## config.mk

```make
export PLATFORM = sky130hd
export DESIGN_NAME = dispatch_queue
export DESIGN_NICKNAME = d
export VERILOG_FILES = /design/src/rtl/dispatch_queue.sv
export SDC_FILE = /design/constraint.sdc
export NUM_CORES = 1
export LEC_CHECK = 0
export BUFFER_PORTS_ARGS = -buffer_cell sky130_fd_sc_hd__buf_2
export CORE_MARGIN = 2
export CORE_UTILIZATION = 40
export CTS_BUF_LIST = sky130_fd_sc_hd__clkbuf_8
export CTS_CLUSTER_SIZE = 10
export DETAILED_ROUTE_END_ITERATION = 12
export PLACE_DENSITY_LB_ADDON = 0.3
export REMOVE_ABC_BUFFERS = 1
export SLEW_MARGIN = 30
export SYNTH_ARGS = -nofsm -noshare
export SYNTH_HDL_FRONTEND = slang
export SYNTH_SLANG_ARGS = --single-unit
```

## constraint.sdc

```tcl
create_clock -name clk -period 12.3 [get_ports clk]
set_input_delay 1.845 -clock clk [delete_from_list [all_inputs] [get_ports clk]]
set_output_delay 1.845 -clock clk [all_outputs]
set_load 0.02 [all_outputs]
```

## src/rtl/dispatch_queue.sv

```systemverilog
// Dispatch queue: buffers decoded instructions, resolves operands and
// issues one per cycle into the ROB and the selected RS or LSB.
module dispatch_queue #(
    parameter int DEPTH    = 8,
    parameter int NUM_CDB  = 2,
    parameter int ROB_ID_W = 4,
    parameter int XLEN     = 32,
    parameter int OP_W     = 6
) (
    input  logic                         clk,
    input  logic                         rst,
    input  logic                         rdy,
    input  logic                         rollback,
    input  logic                         in_valid,
    output logic                         in_ready,
    input  logic [XLEN-1:0]              in_pc,
    input  logic [XLEN-1:0]              in_imm,
    input  logic [OP_W-1:0]              in_optype,
    input  logic [4:0]                   in_rd,
    input  logic [4:0]                   in_rs1,
    input  logic [4:0]                   in_rs2,
    input  logic                         in_is_ls,
    input  logic                         in_is_jump,
    input  logic                         in_pred_jump,
    input  logic                         rob_full,
    input  logic                         rs_full,
    input  logic                         lsb_full,
    input  logic [ROB_ID_W-1:0]          rob_id,
    output logic [4:0]                   rs1_idx,
    output logic [4:0]                   rs2_idx,
    input  logic [ROB_ID_W-1:0]          rf_q1,
    input  logic [ROB_ID_W-1:0]          rf_q2,
    input  logic [XLEN-1:0]              rf_v1,
    input  logic [XLEN-1:0]              rf_v2,
    input  logic                         rob_q1_rdy,
    input  logic                         rob_q2_rdy,
    input  logic [XLEN-1:0]              rob_v1,
    input  logic [XLEN-1:0]              rob_v2,
    input  logic [NUM_CDB-1:0]           cdb_valid,
    input  logic [NUM_CDB*ROB_ID_W-1:0]  cdb_tag,
    input  logic [NUM_CDB*XLEN-1:0]      cdb_data,
    output logic                         rob_we,
    output logic [XLEN-1:0]              rob_pc,
    output logic [4:0]                   rob_rd,
    output logic [OP_W-1:0]              rob_optype,
    output logic                         rob_is_jump,
    output logic                         rob_pred_jump,
    output logic                         ren_we,
    output logic [4:0]                   ren_rd,
    output logic [ROB_ID_W-1:0]          ren_tag,
    output logic                         rs_we,
    output logic                         lsb_we,
    output logic [ROB_ID_W-1:0]          iss_tag,
    output logic [OP_W-1:0]              iss_optype,
    output logic [XLEN-1:0]              iss_pc,
    output logic [XLEN-1:0]              iss_imm,
    output logic [ROB_ID_W-1:0]          iss_q1,
    output logic [ROB_ID_W-1:0]          iss_q2,
    output logic [XLEN-1:0]              iss_v1,
    output logic [XLEN-1:0]              iss_v2,
    output logic [$clog2(DEPTH):0]       count
);

    localparam int PTR_W = $clog2(DEPTH);
    localparam int CNT_W = PTR_W + 1;

    typedef struct packed {
        logic [XLEN-1:0] pc;
        logic [XLEN-1:0] imm;
        logic [OP_W-1:0] optype;
        logic [4:0]      rd;
        logic [4:0]      rs1;
        logic [4:0]      rs2;
        logic            is_ls;
        logic            is_jump;
        logic            pred_jump;
    } ent_t;

    typedef struct packed {
        logic [ROB_ID_W-1:0] q;
        logic [XLEN-1:0]     v;
    } opnd_t;

    // The ren_* fields double as the pending-rename register.
    typedef struct packed {
        logic                rob_we;
        logic                rs_we;
        logic                lsb_we;
        logic                ren_we;
        logic [ROB_ID_W-1:0] tag;
        logic [4:0]          rd;
        logic [OP_W-1:0]     optype;
        logic [XLEN-1:0]     pc;
        logic [XLEN-1:0]     imm;
        logic                is_jump;
        logic                pred_jump;
        opnd_t               op1;
        opnd_t               op2;
    } out_t;

    function automatic opnd_t resolve(
        input logic [4:0]                  idx,
        input logic                        pend_we,
        input logic [4:0]                  pend_rd,
        input logic [ROB_ID_W-1:0]         pend_tag,
        input logic                        rob_rdy,
        input logic [XLEN-1:0]             rob_v,
        input logic [ROB_ID_W-1:0]         rf_q,
        input logic [XLEN-1:0]             rf_v,
        input logic [NUM_CDB-1:0]          cv,
        input logic [NUM_CDB*ROB_ID_W-1:0] ct,
        input logic [NUM_CDB*XLEN-1:0]     cd
    );
        opnd_t r;
        logic  hit;
        r   = '0;
        hit = 1'b0;
        if (idx == 5'd0) begin
            r = '0;
        end else if (pend_we && pend_rd == idx) begin
            r.q = pend_tag;
        end else if (rob_rdy) begin
            r.v = rob_v;
        end else begin
            r.q = rf_q;
            r.v = rf_v;
        end
        if (r.q != '0) begin
            for (int k = 0; k < NUM_CDB; k++) begin
                if (!hit && cv[k] &&
                    ct[k*ROB_ID_W +: ROB_ID_W] == r.q) begin
                    hit = 1'b1;
                    r.v = cd[k*XLEN +: XLEN];
                end
            end
        end
        if (hit) r.q = '0;
        return r;
    endfunction

    ent_t             mem_q [DEPTH];
    ent_t             in_ent;
    ent_t             head;
    logic [PTR_W-1:0] head_q, head_d;
    logic [PTR_W-1:0] tail_q, tail_d;
    logic [CNT_W-1:0] count_q, count_d;
    out_t             out_q, out_d;
    logic             enq;
    logic             issue;
    opnd_t            op1, op2;

    assign in_ent = '{pc: in_pc, imm: in_imm, optype: in_optype,
                      rd: in_rd, rs1: in_rs1, rs2: in_rs2,
                      is_ls: in_is_ls, is_jump: in_is_jump,
                      pred_jump: in_pred_jump};

    assign head     = mem_q[head_q];
    assign in_ready = (count_q < CNT_W'(DEPTH)) && !rollback;
    assign enq      = in_valid && in_ready && rdy;
    assign issue    = rdy && !rollback && (count_q != '0) && !rob_full &&
                      !(head.is_ls ? lsb_full : rs_full);

    // Queue storage written at the tail on every accepted enqueue.
    always_ff @(posedge clk) begin
        if (enq) mem_q[tail_q] <= in_ent;
    end

    // Resolve both head operands against pending rename, ROB, RF and CDB.
    always_comb begin
        op1 = resolve(head.rs1, out_q.ren_we, out_q.rd, out_q.tag,
                      rob_q1_rdy, rob_v1, rf_q1, rf_v1,
                      cdb_valid, cdb_tag, cdb_data);
        op2 = resolve(head.rs2, out_q.ren_we, out_q.rd, out_q.tag,
                      rob_q2_rdy, rob_v2, rf_q2, rf_v2,
                      cdb_valid, cdb_tag, cdb_data);
    end

    // Pointer, occupancy and issue-register next state.
    always_comb begin
        head_d  = head_q;
        tail_d  = tail_q;
        count_d = count_q;
        out_d   = out_q;
        if (rollback) begin
            head_d        = '0;
            tail_d        = '0;
            count_d       = '0;
            out_d.rob_we  = 1'b0;
            out_d.rs_we   = 1'b0;
            out_d.lsb_we  = 1'b0;
            out_d.ren_we  = 1'b0;
        end else if (rdy) begin
            if (enq)   tail_d = tail_q + 1'b1;
            if (issue) head_d = head_q + 1'b1;
            count_d = count_q + CNT_W'(enq) - CNT_W'(issue);
            out_d.rob_we = issue;
            out_d.rs_we  = issue && !head.is_ls;
            out_d.lsb_we = issue && head.is_ls;
            out_d.ren_we = issue && (head.rd != 5'd0);
            if (issue) begin
                out_d.tag       = rob_id;
                out_d.rd        = head.rd;
                out_d.optype    = head.optype;
                out_d.pc        = head.pc;
                out_d.imm       = head.imm;
                out_d.is_jump   = head.is_jump;
                out_d.pred_jump = head.pred_jump;
                out_d.op1       = op1;
                out_d.op2       = op2;
            end
        end
    end

    // State registers with asynchronous clear.
    always_ff @(posedge clk or posedge rst) begin
        if (rst) begin
            head_q  <= '0;
            tail_q  <= '0;
            count_q <= '0;
            out_q   <= '0;
        end else begin
            head_q  <= head_d;
            tail_q  <= tail_d;
            count_q <= count_d;
            out_q   <= out_d;
        end
    end

    assign rs1_idx       = head.rs1;
    assign rs2_idx       = head.rs2;
    assign count         = count_q;
    assign rob_we        = out_q.rob_we;
    assign rob_pc        = out_q.pc;
    assign rob_rd        = out_q.rd;
    assign rob_optype    = out_q.optype;
    assign rob_is_jump   = out_q.is_jump;
    assign rob_pred_jump = out_q.pred_jump;
    assign ren_we        = out_q.ren_we;
    assign ren_rd        = out_q.rd;
    assign ren_tag       = out_q.tag;
    assign rs_we         = out_q.rs_we;
    assign lsb_we        = out_q.lsb_we;
    assign iss_tag       = out_q.tag;
    assign iss_optype    = out_q.optype;
    assign iss_pc        = out_q.pc;
    assign iss_imm       = out_q.imm;
    assign iss_q1        = out_q.op1.q;
    assign iss_q2        = out_q.op2.q;
    assign iss_v1        = out_q.op1.v;
    assign iss_v2        = out_q.op2.v;

endmodule

```

==> results.cfg, run 1 <==
[synthesis]
synth_top_area_share_pct = 58.8
synthCells = 2095
netlist_top_cells_count = edfxtp_1, dfrtp_1, mux4_2
syn_area_per_cell_um2 = 17.2
ys_seq_elements = 871
yosysWarnings = 0
synth_cell_type_count = 68
synth_edf_count = 704
synthArstFlopShare_pct = 19.2
synthFlopType = edfxtp_1
ys_top_cells_by_area = edfxtp_1, dfrtp_1, mux4_2
ys_seq_area_share_pct = 70.5
yosysTopAreaCell = edfxtp_1
synth_area_um2 = 35900
yosysMostFrequentCell = edfxtp_1

[grt]
grt_max_degree = 102
grt-ovfl-total = 0
grt_pass1_vias = 22200
grt_antenna_before_repair = 40
grt_pass1_wl_um = 146000
grt_use_total_pct = 21.3

[detailed_routing]
top_layer_used = met5
wl_um = 98700
wire_per_inst_um = 25.1
first_pass_iters = 5
wl_met1_um = 37200
vias_per_cell = 5.39
wl_met3_um = 7230
vias = 21200
initialDrtViolationCount = 1324
met2_length_um = 50600
antenna_left = 0
route.detailed.drc = 0

[sta]
setup_viol = 0
maxSlewViolCount = 0
finalClockSkew_ns = 0.0466
rsz0062_at_grt = false
fin_hold_ws_ns = 0.479
post-route-period-util_pct = 45.6
worst_slew_pin_slew_ns = 0.953
fmax_mhz = 178
maxSlewHeadroom_pct = 36.5
finalHoldViolCount = 0
period_minus_slack_ns = 5.60
final.setup.worst_slack_ns = 6.70

[floorplan]
dieArea_um2 = 92300
core_area_um2 = 88600
ios = 531
die_height_um = 304
die_w_um = 304
rows = 109
initial_core_util_pct = 40.5

[clock_tree]
cts_resized = 0
cts_max_level = 4
cts_num_sinks = 871
clk-insertion-delay-late_ns = 0.80
hold_buffers = 0
cts_root_buffer = clkbuf_8
postCtsSetupBuffers = 0
clk_path_buf_depth = 3
cts_inserted_buffers = 145
tritoncts = done
clk_transition_reported_paths_ns = 0.06

[setup_path]
cp-end-kind = register
rrSetupSlack_ns = 6.70
critPathLaunchType = register
required_ns = 12.91
r2r_cells = 12
arrival_ns = 6.22
crit-reg2reg-launch = head_q[1]
timing.rr.end = iss_v1[10]
crit_type = register to register
critPathMaxFanout = 44

[pwr]
vdd.ir_drop.worst_mv = 0.112
p_per_area_nw_per_um2 = 167
fin_total_pwr_mw = 7.09
p_leak_nw = 15.5

[min_path]
hp-start = iss_q2[0]
hold_end = iss_q2[0]
hold_path.class = register to register
hold_path_depth = 2

[placement]
port_buffers = 530
place_congestion = 0.893
dp_slack_ns = 6.58
dp.final_hpwl_um = 63500

[finish]
nFillCells = 7655
fin_util_pct = 47.9
drive_gt1_share_pct = 36.2
area_growth_pct = 18.1
layout.nets = 2956

[job]
maxCapViolCount = 0

[outcome]
status = complete, no violations
stage by stage:
stage                     instances  TNS [ns]  area [µm²]
after detailed placement       3652         0       39600
final                          3934         0       42400
after CTS                      3915         0       42400
after global placement         3647         0       39500
after global routing           3930         0       42400
after floorplan                1914   -217.37       35000
layout by cell type (no fill, tap or decap), types with 16 or more instances in the layout:
cell type    n
a21oi_1     41
a22o_1      18
a22oi_1     72
buf_2      530
buf_4       35
clkbuf_8   156
clkinv_1    16
dfrtp_1    164
diode_2     17
edfxtp_1   704
inv_1       78
mux2_2      42
mux2i_1    155
mux4_2     158
nand2_1    143
nor2_1      72
o21ai_0    103
o221a_1     31
o22ai_1     39
cells by family (layout without fill, tap and decap cells):
family,count (synthesis),in the layout,synth area share [%]
DFF,871,871,70.5
muxes,356,356,15.6
AOI/OAI and AO/OA,349,349,6.76
and+or+nand+nor,304,304,3.85
buffers and inverters,202,859,2.91
adders and majority gates,8,8,0.299
xor gates and xnor gates,5,5,0.122
other,0,17,0
layer usage:
layer	track usage [%]	vias to the layer above
li1	-	9399
met1	24.5	10800
met2	36.4	775
met3	6.53	202
met4	9.78	30
met5	0	-
worst max path at each step:
stage	end	cells past startpoint	start
after detailed placement	iss_v1[29]	11	head_q[1]
after global placement	iss_v1[19]	11	head_q[1]
final	iss_v1[10]	12	head_q[1]
after CTS	iss_v1[28]	11	head_q[1]
after floorplan	iss_v1[10]	8	head_q[0]
after global routing	iss_v1[1]	12	head_q[1]
critical path: stages, from the launching register on:
cell and delay [ns]:
dfrtp_4 0.73, buf_12 0.28, buf_4 0.59, mux2_2 0.40
o22ai_1 0.25, nor3_1 0.12, nor2b_1 0.19, nand4_1 0.67
a21boi_0 0.39, nor4_4 0.27, buf_4 0.47, o21ba_2 0.79
o22ai_1 0.21
sequential cells by signal, indices dropped and copies added (netlist names):
register / cells
mem_q: 704
iss_imm: 32
iss_pc: 32
iss_v1: 32
iss_v2: 32
iss_optype: 6
ren_rd: 5
count: 4
iss_q1: 4
iss_q2: 4
iss_tag: 4
head_q: 3
tail_q: 3
lsb_we: 1
ren_we: 1
rob_is_jump: 1
rob_pred_jump: 1
rob_we: 1
rs_we: 1
report_power, final:
part           internal, mW  switching [mW]  leakage (nW)
clock                  1.25            1.17          1.63
combinational         0.410           0.713          5.43
sequential             3.39           0.159          8.48
total                  5.05            2.04          15.5
cell type report:
class | count | area, µm² | area share, %
Sequential cell | 871 | 25300 | 59.7
Multi-Input combinational cell | 1022 | 9640 | 22.7
Timing Repair Buffer | 575 | 3100 | 7.30
Clock buffer | 156 | 2150 | 5.06
Tap cell | 1165 | 1460 | 3.43
Clock inverter | 107 | 642 | 1.51
Inverter | 21 | 86.3 | 0.203
Antenna cell | 17 | 42.5 | 0.100
No activity file was read; power rests on OpenSTA's default activity.
==> run 2: changes to the inputs <==
==> constraint.sdc (replaced) <==
create_clock -name clk -period 4.6 [get_ports clk]
set_input_delay 0.69 -clock clk [delete_from_list [all_inputs] [get_ports clk]]
set_output_delay 0.69 -clock clk [all_outputs]
set_load 0.02 [all_outputs]
==> results.cfg, run 2 (same netlist as run 1, synthesis figures left out) <==
[outcome]
status = complete, no violations

[grt]
grt-ovfl-total = 0
grt_use_met1_pct = 24.9
grt_antenna_before_repair = 25
grt_max_degree = 142
use_met2_pct = 36.6
grt_use_total_pct = 21.1
grt_util_met3_pct = 6.49
grt_pass1_wl_um = 145000
grt_pass1_vias = 22300
top_usage_layer = met2

[sta]
finalClockSkew_ns = 0.0442
maxSlewViolCount = 0
rsz0062_at_grt = false
fmax_mhz = 237
setup_viol = 0
maxSlewHeadroom_pct = 36.1
fin_hold_ws_ns = 0.0890
finalHoldViolCount = 0
worst_slew_pin_slew_ns = 0.958
post-route-period-util_pct = 91.6
period_minus_slack_ns = 4.21

[detailed_routing]
wl_um = 98200
initialDrtViolationCount = 1320
vias_per_cell = 5.41
wire_per_inst_um = 25.0
antenna_left = 0
first_pass_iters = 6
route.detailed.drc = 0
vias = 21200

[clock_tree]
cts_max_level = 4
tritoncts = done
cts_num_sinks = 871
cts_root_buffer = clkbuf_8
cts_inserted_buffers = 144
clk-insertion-delay-late_ns = 0.82
clk_transition_reported_paths_ns = 0.06
postCtsSetupBuffers = 0
clk_path_buf_depth = 3

[setup_path]
crit-reg2reg-launch = head_q[0]
arrival_ns = 4.88
timing.rr.end = iss_v2[4]
required_ns = 5.26
critPathMostFrequentCell = nand3_2
max_stage_delay_ns = 0.77
rrSetupSlack_ns = 0.39
critPathLaunchType = register
critPathMaxFanout = 32
crit_type = register to register
worst_path_max_delay_cell = dfrtp_4
cp-end-kind = register
r2r_cells = 10
cp_cell_sequence = mux4_2 -> mux2i_4 -> xor2_1 -> and3_1 -> nand3_2 -> mux2_2 -> a2111oi_4 -> nand3_2 -> buf_4 -> o221a_1

[floorplan]
die_w_um = 304
die_height_um = 304
ios = 531
initial_core_util_pct = 40.5
dieArea_um2 = 92300
core_area_um2 = 88600
rows = 109

[min_path]
hold_end = iss_tag[3]
hp-start = rob_id[3]
hold_path_depth = 3
hold_path.class = input pin to register

[finish]
final_common_cell = edfxtp_1
regMostFlops = mem_q
layout.nets = 2954
largest_register_ffs = 704
layout_common_cells = edfxtp_1, buf_2, clkbuf_8
area_growth_pct = 18.4
final_area_um2 = 42600
drive_gt1_share_pct = 36.2

[placement]
place_congestion = 0.898
dp.final_hpwl_um = 60900
post_dp_cell_area_um2 = 39700
port_buffers = 530

[pwr]
p_per_area_nw_per_um2 = 450
vdd.ir_drop.worst_mv = 0.351
p_leak_nw = 15.6

[job]
maxCapViolCount = 0
==> run 2: repair_timing <==
item,CTS,global route
hold buffers,2,0
resized for setup,0,0
endpoints found under the hold margin,22,0
==> run 2: worst max path at each step <==
stage          cells after the start         end      start  slack (ns)
2_1_floorplan                      8  iss_v1[10]  head_q[0]      -10.27
3_3_place_gp                      10   iss_v2[4]  head_q[0]        0.56
3_5_place_dp                      10   iss_v2[4]  head_q[0]        0.49
4_1_cts                           10   iss_v2[4]  head_q[0]        0.42
5_1_grt                           13  iss_v1[31]  head_q[0]        0.16
6_report                          10   iss_v2[4]  head_q[0]        0.39
==> run 2: metal layers <==
metal	share of wire [%]	wire, µm
met5	0.17	169
met1	39	38400
met2	51	50000
met3	6.8	6670
met4	3.1	3010
==> run 2: final cells by class <==
| type | instances | area [µm²] |
|---|---|---|
| sequential | 871 | 25300 |
| tap | 1165 | 1460 |
| antenna | 5 | 12.5 |
| clock buffer | 167 | 2300 |
| fill | 7630 | 46100 |
| inverter | 21 | 86.3 |
| clock inverter | 99 | 558 |
| timing repair buffer | 574 | 3170 |
| multi-input combinational | 1022 | 9650 |
==> run 2: report_power, final <==
part	switching, mW	total [mW]	internal [mW]
clock	3.13	6.64	3.51
sequential	0.427	9.48	9.05
combinational	1.93	3.03	1.10
==> run 2: worst max-delay path, delay by kind of cell (launching register included) <==
family          cells  cell delay (ns)
buf+inv             1             0.27
xor+xnor            1             0.20
simple gates        3             0.73
flops               1             0.77
mux                 3             1.24
compound gates      2             0.76
==> run 2: stage by stage <==
stage | cells | total power [mW] | util (%) | TNS [ns] | worst slack [ns]
after floorplan | 1914 | 11.3 | - | -2801.32 | -10.27
after global placement | 3651 | 12.6 | 44.7 | 0 | 0.556
after detailed placement | 3651 | 12.7 | 44.7 | 0 | 0.487
after CTS | 3919 | 19.4 | 48.0 | 0 | 0.419
after global routing | 3923 | 20.0 | 48.0 | 0 | 0.163
final | 3924 | 19.1 | 48.0 | 0 | 0.385
==> run 3: changes to the inputs <==
--- a/config.mk
+++ b/config.mk
@@ -11,8 +11,10 @@
 export CTS_BUF_LIST = sky130_fd_sc_hd__clkbuf_8
 export CTS_CLUSTER_SIZE = 10
 export DETAILED_ROUTE_END_ITERATION = 12
+export HOLD_SLACK_MARGIN = 0.08
 export PLACE_DENSITY_LB_ADDON = 0.3
 export REMOVE_ABC_BUFFERS = 1
+export SETUP_SLACK_MARGIN = 0.4
 export SLEW_MARGIN = 30
 export SYNTH_ARGS = -nofsm -noshare
 export SYNTH_HDL_FRONTEND = slang
==> results.cfg, run 3 (same netlist as run 1, synthesis figures left out) <==
[sta]
maxSlewHeadroom_pct = 35.9
maxSlewViolCount = 0
fmax_mhz = 251
finalHoldViolCount = 0
rsz0062_at_grt = false
period_minus_slack_ns = 3.98
worst_slew_pin_slew_ns = 0.961
finalClockSkew_ns = 0.0449
post-route-period-util_pct = 86.6
setup_viol = 0

[finish]
largest_register_ffs = 704
area_growth_pct = 20.8
final_common_cell = edfxtp_1
layout.nets = 3034
final_area_um2 = 43400
regMostFlops = mem_q
nFillCells = 7580
fin_util_pct = 49.0
drive_gt1_share_pct = 35.4
layout_common_cells = edfxtp_1, buf_2, clkbuf_8

[placement]
post_dp_cell_area_um2 = 39700
port_buffers = 530
dp.final_hpwl_um = 60900
place_congestion = 0.898

[floorplan]
dieArea_um2 = 92300
die_w_um = 304
ios = 531
core_area_um2 = 88600
initial_core_util_pct = 40.5
rows = 109
die_height_um = 304

[grt]
grt_pass1_wl_um = 146000
grt-ovfl-total = 0
grt_antenna_before_repair = 15
grt_max_degree = 142
grt_pass1_vias = 22700
grt_use_total_pct = 21.2

[clock_tree]
clk-insertion-delay-late_ns = 0.82
clk_path_buf_depth = 3
cts_inserted_buffers = 144
tritoncts = done
cts_root_buffer = clkbuf_8
cts_max_level = 4
cts_num_sinks = 871
clk_transition_reported_paths_ns = 0.06

[setup_path]
crit_type = register to register
cp-end-kind = register
critPathMaxFanout = 32
required_ns = 5.27
arrival_ns = 4.65
critPathLaunchType = register

[detailed_routing]
wl_met3_um = 6270
top_layer_used = met5
wire_per_inst_um = 24.7
antenna_left = 0
vias_per_cell = 5.38
met2_length_um = 50300
vias = 21600
route.detailed.drc = 0
wl_um = 98900
initialDrtViolationCount = 1371
wl_met1_um = 39000
first_pass_iters = 5

[outcome]
status = complete, no violations

[pwr]
fin_total_pwr_mw = 19.2
vdd.ir_drop.worst_mv = 0.351
p_per_area_nw_per_um2 = 443
p_leak_nw = 15.9

[min_path]
hold_path.class = input pin to register

[job]
maxCapViolCount = 0
==> run 3: cell count changes in the layout (fill, tap and decap cells not counted), sizes merged <==
cell and change:
dlygate4sd3 +77, buf +3, diode +2
==> run 3: per-layer routing <==
| layer | global-route usage, % | up-vias |
|---|---|---|
| met4 | 7.94 | 12 |
| li1 | - | 9551 |
| met5 | 0 | - |
| met1 | 25.3 | 11100 |
| met3 | 5.85 | 178 |
| met2 | 36.6 | 740 |
==> run 3: where the power goes <==
part / switching [mW] / internal, mW
clock network: 3.12 / 3.51
registers: 0.428 / 9.05
logic: 1.95 / 1.15
==> run 3: layout make-up <==
cell class                 count  area (µm²)  share of cell area (%)
inverter                      21        86.3                   0.199
clock inverter                99         558                    1.29
tap                         1165        1460                    3.36
antenna                        7        17.5                  0.0404
timing repair buffer         654        3990                    9.19
clock buffer                 167        2300                    5.30
multi-input combinational   1022        9660                    22.3
sequential                   871       25300                    58.4
==> run 3: final timing paths <==
check                             from      endpoint  slack [ns]  cells past startpoint
max in group asynchronous          rst   iss_imm[29]        3.09                      4
hold reg to reg            iss_imm[12]   iss_imm[12]        0.48                      2
setup / recovery             head_q[0]     iss_v2[4]        0.62                     11
setup reg to reg             head_q[0]     iss_v2[4]        0.62                     11
min in group asynchronous          rst      count[2]        0.46                      3
hold / removal                in_pc[3]  mem_q[6][59]        0.16                      1
==> run 3: what timing repair did <==
action / in CTS / in global routing
endpoints found under the setup margin: 0 / 64
hold buffers: 79 / 0
gates resized for setup: 0 / 6
buffers inserted: 0 / 3
hold endpoints to repair: 570 / 0
==> run 3: worst max-delay path, cell delays in order, from the launching register on <==
cell and delay, ns:
dfrtp_4 0.58, buf_4 0.22, mux2i_1 0.27, a22o_1 0.24, o22ai_1 0.19, or3_1 0.56
a222oi_1 0.42, mux2i_1 0.20, a2111oi_4 0.42, nand3_2 0.11, buf_4 0.27, o221a_1 0.30
==> run 3: stage by stage <==
step           setup slack, ns  hold slack [ns]  TNS (ns)  instances
2_1_floorplan           -10.27            0.547  -2801.32       1914
4_1_cts                  0.419           0.0807         0       3996
5_1_grt                  0.438            0.102         0       4004
3_5_place_dp             0.487            0.470         0       3651
3_3_place_gp             0.556            0.463         0       3651
6_report                 0.619            0.164         0       4006
